--- src/rtl/norm_pkg.sv ---
// Shared definitions for the batch-normalisation stage.
package norm_pkg;

    localparam int DWIDTH      = 8;
    localparam int DESIGN_SIZE = 16;
    localparam int MASK_WIDTH  = 16;

    // Signed 8-bit clamp limits for the scaled result.
    localparam int SAT_MAX = 127;
    localparam int SAT_MIN = -128;

    typedef enum logic [1:0] {
        IDLE  = 2'd0,
        SUB   = 2'd1,
        SCALE = 2'd2,
        DONE  = 2'd3
    } norm_state_e;

endpackage

--- src/rtl/norm_lane.sv ---
// One lane: captured input, (x - mean) register, saturating scale, result
// register, and the mask/bypass output selection.
module norm_lane
    import norm_pkg::*;
#(
    parameter int DW = norm_pkg::DWIDTH
) (
    input  logic          clk,
    input  logic          reset,
    input  logic          load_i,     // capture x this edge
    input  logic          sub_i,      // register x - mean this edge
    input  logic          scale_i,    // register saturated product this edge
    input  logic          sel_i,      // 1 = show result, 0 = pass input through
    input  logic [DW-1:0] x_i,
    input  logic [DW-1:0] mean_i,
    input  logic [DW-1:0] inv_var_i,
    output logic [DW-1:0] y_o
);

    localparam int PW = 2*DW + 2;
    localparam logic signed [PW-1:0] P_MAX = PW'(SAT_MAX);
    localparam logic signed [PW-1:0] P_MIN = PW'(SAT_MIN);

    logic [DW-1:0]        x_q;
    logic signed [DW:0]   d_q, d_d;
    logic [DW-1:0]        res_q, res_d;
    logic signed [PW-1:0] prod;

    // Difference is one bit wider so x - mean never wraps.
    always_comb begin
        d_d = $signed({x_q[DW-1], x_q}) - $signed({mean_i[DW-1], mean_i});
    end

    // Scale is unsigned, so it enters the multiply with a zero sign bit.
    always_comb begin
        prod  = PW'(d_q) * PW'($signed({1'b0, inv_var_i}));
        res_d = prod[DW-1:0];
        if (prod > P_MAX)      res_d = DW'(SAT_MAX);
        else if (prod < P_MIN) res_d = DW'(SAT_MIN);
    end

    // Lane pipeline registers, each advanced by its FSM strobe.
    always_ff @(posedge clk or posedge reset) begin
        if (reset) begin
            x_q   <= '0;
            d_q   <= '0;
            res_q <= '0;
        end else begin
            if (load_i)  x_q   <= x_i;
            if (sub_i)   d_q   <= d_d;
            if (scale_i) res_q <= res_d;
        end
    end

    // Masked or disabled lanes see the live input.
    always_comb begin
        y_o = sel_i ? res_q : x_i;
    end

endmodule

--- src/rtl/norm.sv ---
// Batch-normalisation stage: FSM and captured mean/inv_var shared by
// DESIGN_SIZE lane instances.
module norm #(
    parameter int DWIDTH      = norm_pkg::DWIDTH,
    parameter int DESIGN_SIZE = norm_pkg::DESIGN_SIZE,
    parameter int MASK_WIDTH  = norm_pkg::MASK_WIDTH
) (
    input  logic                          clk,
    input  logic                          reset,
    input  logic                          enable_norm,
    input  logic [DWIDTH-1:0]             mean,
    input  logic [DWIDTH-1:0]             inv_var,
    input  logic                          in_data_available,
    input  logic [DESIGN_SIZE*DWIDTH-1:0] inp_data,
    input  logic [MASK_WIDTH-1:0]         validity_mask,
    output logic [DESIGN_SIZE*DWIDTH-1:0] out_data,
    output logic                          out_data_available,
    output logic                          done_norm
);

    import norm_pkg::*;

    norm_state_e       state_q, state_d;
    logic [DWIDTH-1:0] mean_q, inv_var_q;
    logic              done_q, done_d;
    logic              odav_q;
    logic              load, sub, scale;

    // Next state and lane strobes; dropping enable aborts to IDLE.
    always_comb begin
        state_d = state_q;
        load    = 1'b0;
        sub     = 1'b0;
        scale   = 1'b0;
        done_d  = 1'b0;
        case (state_q)
            IDLE: begin
                if (enable_norm && in_data_available) begin
                    load    = 1'b1;
                    state_d = SUB;
                end
            end
            SUB: begin
                if (!enable_norm) state_d = IDLE;
                else begin
                    sub     = 1'b1;
                    state_d = SCALE;
                end
            end
            SCALE: begin
                if (!enable_norm) state_d = IDLE;
                else begin
                    scale   = 1'b1;
                    state_d = DONE;
                end
            end
            DONE: begin
                done_d  = enable_norm;
                state_d = IDLE;
            end
            default: state_d = IDLE;
        endcase
    end

    // State, captured operands and the registered completion flags.
    always_ff @(posedge clk or posedge reset) begin
        if (reset) begin
            state_q   <= IDLE;
            mean_q    <= '0;
            inv_var_q <= '0;
            done_q    <= 1'b0;
            odav_q    <= 1'b0;
        end else begin
            state_q <= state_d;
            done_q  <= done_d;
            odav_q  <= done_d;
            if (load) begin
                mean_q    <= mean;
                inv_var_q <= inv_var;
            end
        end
    end

    // Bypass makes availability follow the input; completion is suppressed.
    always_comb begin
        out_data_available = enable_norm ? odav_q : in_data_available;
        done_norm          = enable_norm & done_q;
    end

    for (genvar i = 0; i < DESIGN_SIZE; i++) begin : g_lane
        norm_lane #(.DW(DWIDTH)) u_lane (
            .clk       (clk),
            .reset     (reset),
            .load_i    (load),
            .sub_i     (sub),
            .scale_i   (scale),
            .sel_i     (enable_norm & validity_mask[i]),
            .x_i       (inp_data[i*DWIDTH +: DWIDTH]),
            .mean_i    (mean_q),
            .inv_var_i (inv_var_q),
            .y_o       (out_data[i*DWIDTH +: DWIDTH])
        );
    end

endmodule

--- config.mk ---
export PLATFORM = sky130hd
export DESIGN_NAME = norm
export DESIGN_NICKNAME = d
export VERILOG_FILES = /design/src/rtl/norm_pkg.sv /design/src/rtl/norm_lane.sv /design/src/rtl/norm.sv
export SDC_FILE = /design/constraint.sdc
export NUM_CORES = 2
export LEC_CHECK = 0
export BUFFER_PORTS_ARGS = -buffer_cell sky130_fd_sc_hd__buf_2
export CAP_MARGIN = 30
export CORE_MARGIN = 4
export CORE_UTILIZATION = 65
export DETAILED_ROUTE_END_ITERATION = 8
export PLACE_DENSITY = 0.83
export SETUP_SLACK_MARGIN = 0.3
export SLEW_MARGIN = 15
export SYNTH_ARGS = -nofsm -noshare
export SYNTH_HDL_FRONTEND = slang
export SYNTH_SLANG_ARGS = --single-unit
export TNS_END_PERCENT = 100
--- constraint.sdc ---
create_clock -name clk -period 36 [get_ports clk]
set_input_delay 5.4 -clock clk [delete_from_list [all_inputs] [get_ports clk]]
set_output_delay 5.4 -clock clk [all_outputs]
set_load 0.005 [all_outputs]
==> metrics.md <==
| Metric | Value |
|---|---|
| CP Capture Type | `primary output` |
| Skew final | `0.02569 ns` |
| Initial Util | `65.47%` |
| Startpoint Class | `input pin` |
| WP buf/inv | `3` |
| Vias in the first global route | `56800` |
| Nets | `9660` |
| Post-synth top cells | `inv_1 (1595), fa_1 (976), nand2_1 (896), ha_1 (704), and2_1 (625)` |
| Clk sinks | `419` |
| Routed len/inst | `18.38 µm` |
| DRC violations left | `0` |
| Kind of cell adding the most delay to the critical path | `buffers and inverters` |
| CTS root buffer | `clkbuf_16` |
| Maximum buffer depth of the clock tree | `3` |
| Post-synth EDFFs | `0` |
| RD Place Congestion | `0.8985` |
| Fmax | `79.54 MHz` |
| Num CTS Buffers | `51` |
| Hold_buf cts | `0` |
| Sequential area share after synthesis | `15.19%` |
| Worst rel slew slack | `31.30%` |
| # IOs | `294` |
| GRT overflow | `0` |
| DP HPWL | `128700 µm` |
| Critical setup path kind | `input pin to primary output` |
| Post-synth top area share | `28.31%` |
| Total Wirelength | `170100 µm` |
| Main area contributors after synthesis | `fa_1 (28%), dfrtp_1 (15%), ha_1 (13%), inv_1 (8.7%), and2_1 (5.7%)` |
| Hold Crit Class | `flip-flop to flip-flop` |
| Core area | `0.1054 mm²` |
| Synth-to-Final Area Change | `6.195%` |
| Setup violators final | `0` |
| GRT Overall Usage | `31.13%` |
| Arr. time, crit path | `7.17 ns` |
| Clock latency on the worst-skew pair | `0.65 ns` |
| Largest net degree at the start of global routing | `102` |
| Synth Area per Inst | `8.924 µm²` |
| Post-Syn Area | `0.06901 mm²` |
| Cell taking the most area after synthesis | `fa_1` |
| CP cell instances | `buf_2 > buf_4 > nand2_1 > mux2_2 > buf_2` |
| TNS Setup | `0 ns` |
| CP max-delay cell | `nand2_1` |
| Critical Path RT | `30.60 ns` |
| # Post-CTS Setup Buffers | `0` |
| CP max FO | `23` |
| PortBufs | `293` |
| Via density | `5.803` |
| Flops & latches, synth | `419` |
| Die ar. | `0.1115 mm²` |
| Clock-pin slew on the worst setup and hold paths | `0.05 ns` |
| Synth Flop Type | `dfrtp_1` |
| Post-CTS sizing | `0` |
| Most common cell in the netlist | `inv_1` |
| Most used cell, CP | `buf_2` |
| Period Utilization, post-route | `34.92%` |
| Mapped Cells | `7734` |
| Post-route ant nets | `0` |
| Synth cell types | `95` |
| Drt initial violations | `3448` |
| FFs w/ async S/R, synth | `100.0%` |
| Hold Fails Final Rpt | `0` |
| Die Wd | `333.8 µm` |
| Die Ht | `333.8 µm` |
| Share of cells above drive strength 1 | `9.291%` |
| Worst slew pin tran | `1.029 ns` |
| First-pass GRT wire length | `285000 µm` |
| H-tree depth | `2` |
| Status | `completed` |
| Final min period | `12.57 ns` |
| Max Cap Viol | `0` |
| Max-slew violation count | `0` |
| FP Rows | `119` |
| Via count | `53700` |
| Initial antenna violation count | `3` |
| CTS tree | `yes` |
| Detailed Routing Iterations Pass 1 | `5` |
| Delay of the slowest critical-path stage | `0.58 ns` |
| Ys Warns | `0` |
| RSZ-0062 raised after global routing | `false` |
| Mapped Nets | `9578` |
==> flip-flops by register name, summed over array words and instances, names as in the netlist <==
register / count
g_lane.u_lane.d_q: 144
g_lane.u_lane.res_q: 128
g_lane.u_lane.x_q: 128
inv_var_q: 8
mean_q: 8
odav_q: 1
state_q: 2
==> worst paths after layout <==
kind / start / endpoint / slack, ns / depth (start not counted)
setup / recovery: enable_norm / out_data[115] / 23.43 / 5
hold / removal: g_lane[4].u_lane.res_q[7] / g_lane[4].u_lane.res_q[7] / 0.49 / 2
setup reg to reg: inv_var_q[5] / g_lane[6].u_lane.res_q[4] / 28.48 / 19
hold reg to reg: g_lane[4].u_lane.res_q[7] / g_lane[4].u_lane.res_q[7] / 0.49 / 2
max in group asynchronous: reset / inv_var_q[4] / 29.05 / 5
min in group asynchronous: reset / state_q[1] / 4.90 / 2
==> worst min-delay path, cell delays in order (launching register included) <==
cell and delay (ns):
dfrtp_1 0.35, nand2_1 0.05, nand2_1 0.06
==> metal layers <==
layer	track usage (%)	wire [µm]	vias up	part of all wire [%]
met5	0	41	-	0.024
met2	53.48	83380	1837	49
met3	5.036	12060	382	7.1
met4	10.62	5962	6	3.5
li1	-	-	24590	-
met1	40.42	68610	26890	40
==> final cells by class <==
type	count	area, µm²
diodes	5	12.51
well taps	1391	1740
clock buffers	73	1449
flip-flops and latches	419	10520
multi-input cells	5413	51340
fillers	7869	32130
clock inverters	21	274.0
inverters	1595	5995
repair buffers	336	1964
==> metrics by stage <==
step | util (%) | worst slack [ns] | instances | area (µm²) | hold WS (ns)
after floorplan | - | 18.94 | 7734 | 69010 | 0.4420
after global placement | 67.63 | 23.42 | 9143 | 71300 | 0.4764
after detailed placement | 67.67 | 23.39 | 9145 | 71340 | 0.4798
after CTS | 69.31 | 23.38 | 9239 | 73060 | 0.4967
after global routing | 69.51 | 23.36 | 9248 | 73280 | 0.5161
final | 69.52 | 23.43 | 9253 | 73290 | 0.4888
==> layout by cell type, fill, tap and decap left out, drive strengths merged, types with 19 or more instances in the layout <==
cell type and n:
a2111oi 27, a211oi 49, a21boi 38, a21o 95
a21oi 195, and2 626, and3 22, buf 336
clkbuf 73, dfrtp 419, fa 976, ha 704
inv 1600, mux2 235, nand2 896, nand2b 42
nand3 40, nand4 23, nor2 221, nor2b 40
nor3 65, nor4 26, o211ai 28, o21a 64
o21ai 339, o21bai 21, o22ai 61, o31ai 63
or3 19, xnor2 156, xor2 94
==> cells by family after synthesis <==
logic type,count (synthesis),synth area share (%)
flip-flops,419,15.19
AO/OA/AOI/OAI,1113,10.53
AND/OR/NAND/NOR,2105,15.07
buffers and inverters,1902,10.44
adder cells (fa/ha/maj),1680,41.07
multiplexers,251,4.066
XOR/XNOR,264,3.630
Power is left out: the tool's default activity adds up to more than one toggle a clock period on the data nets, which glitch-free logic cannot reach.
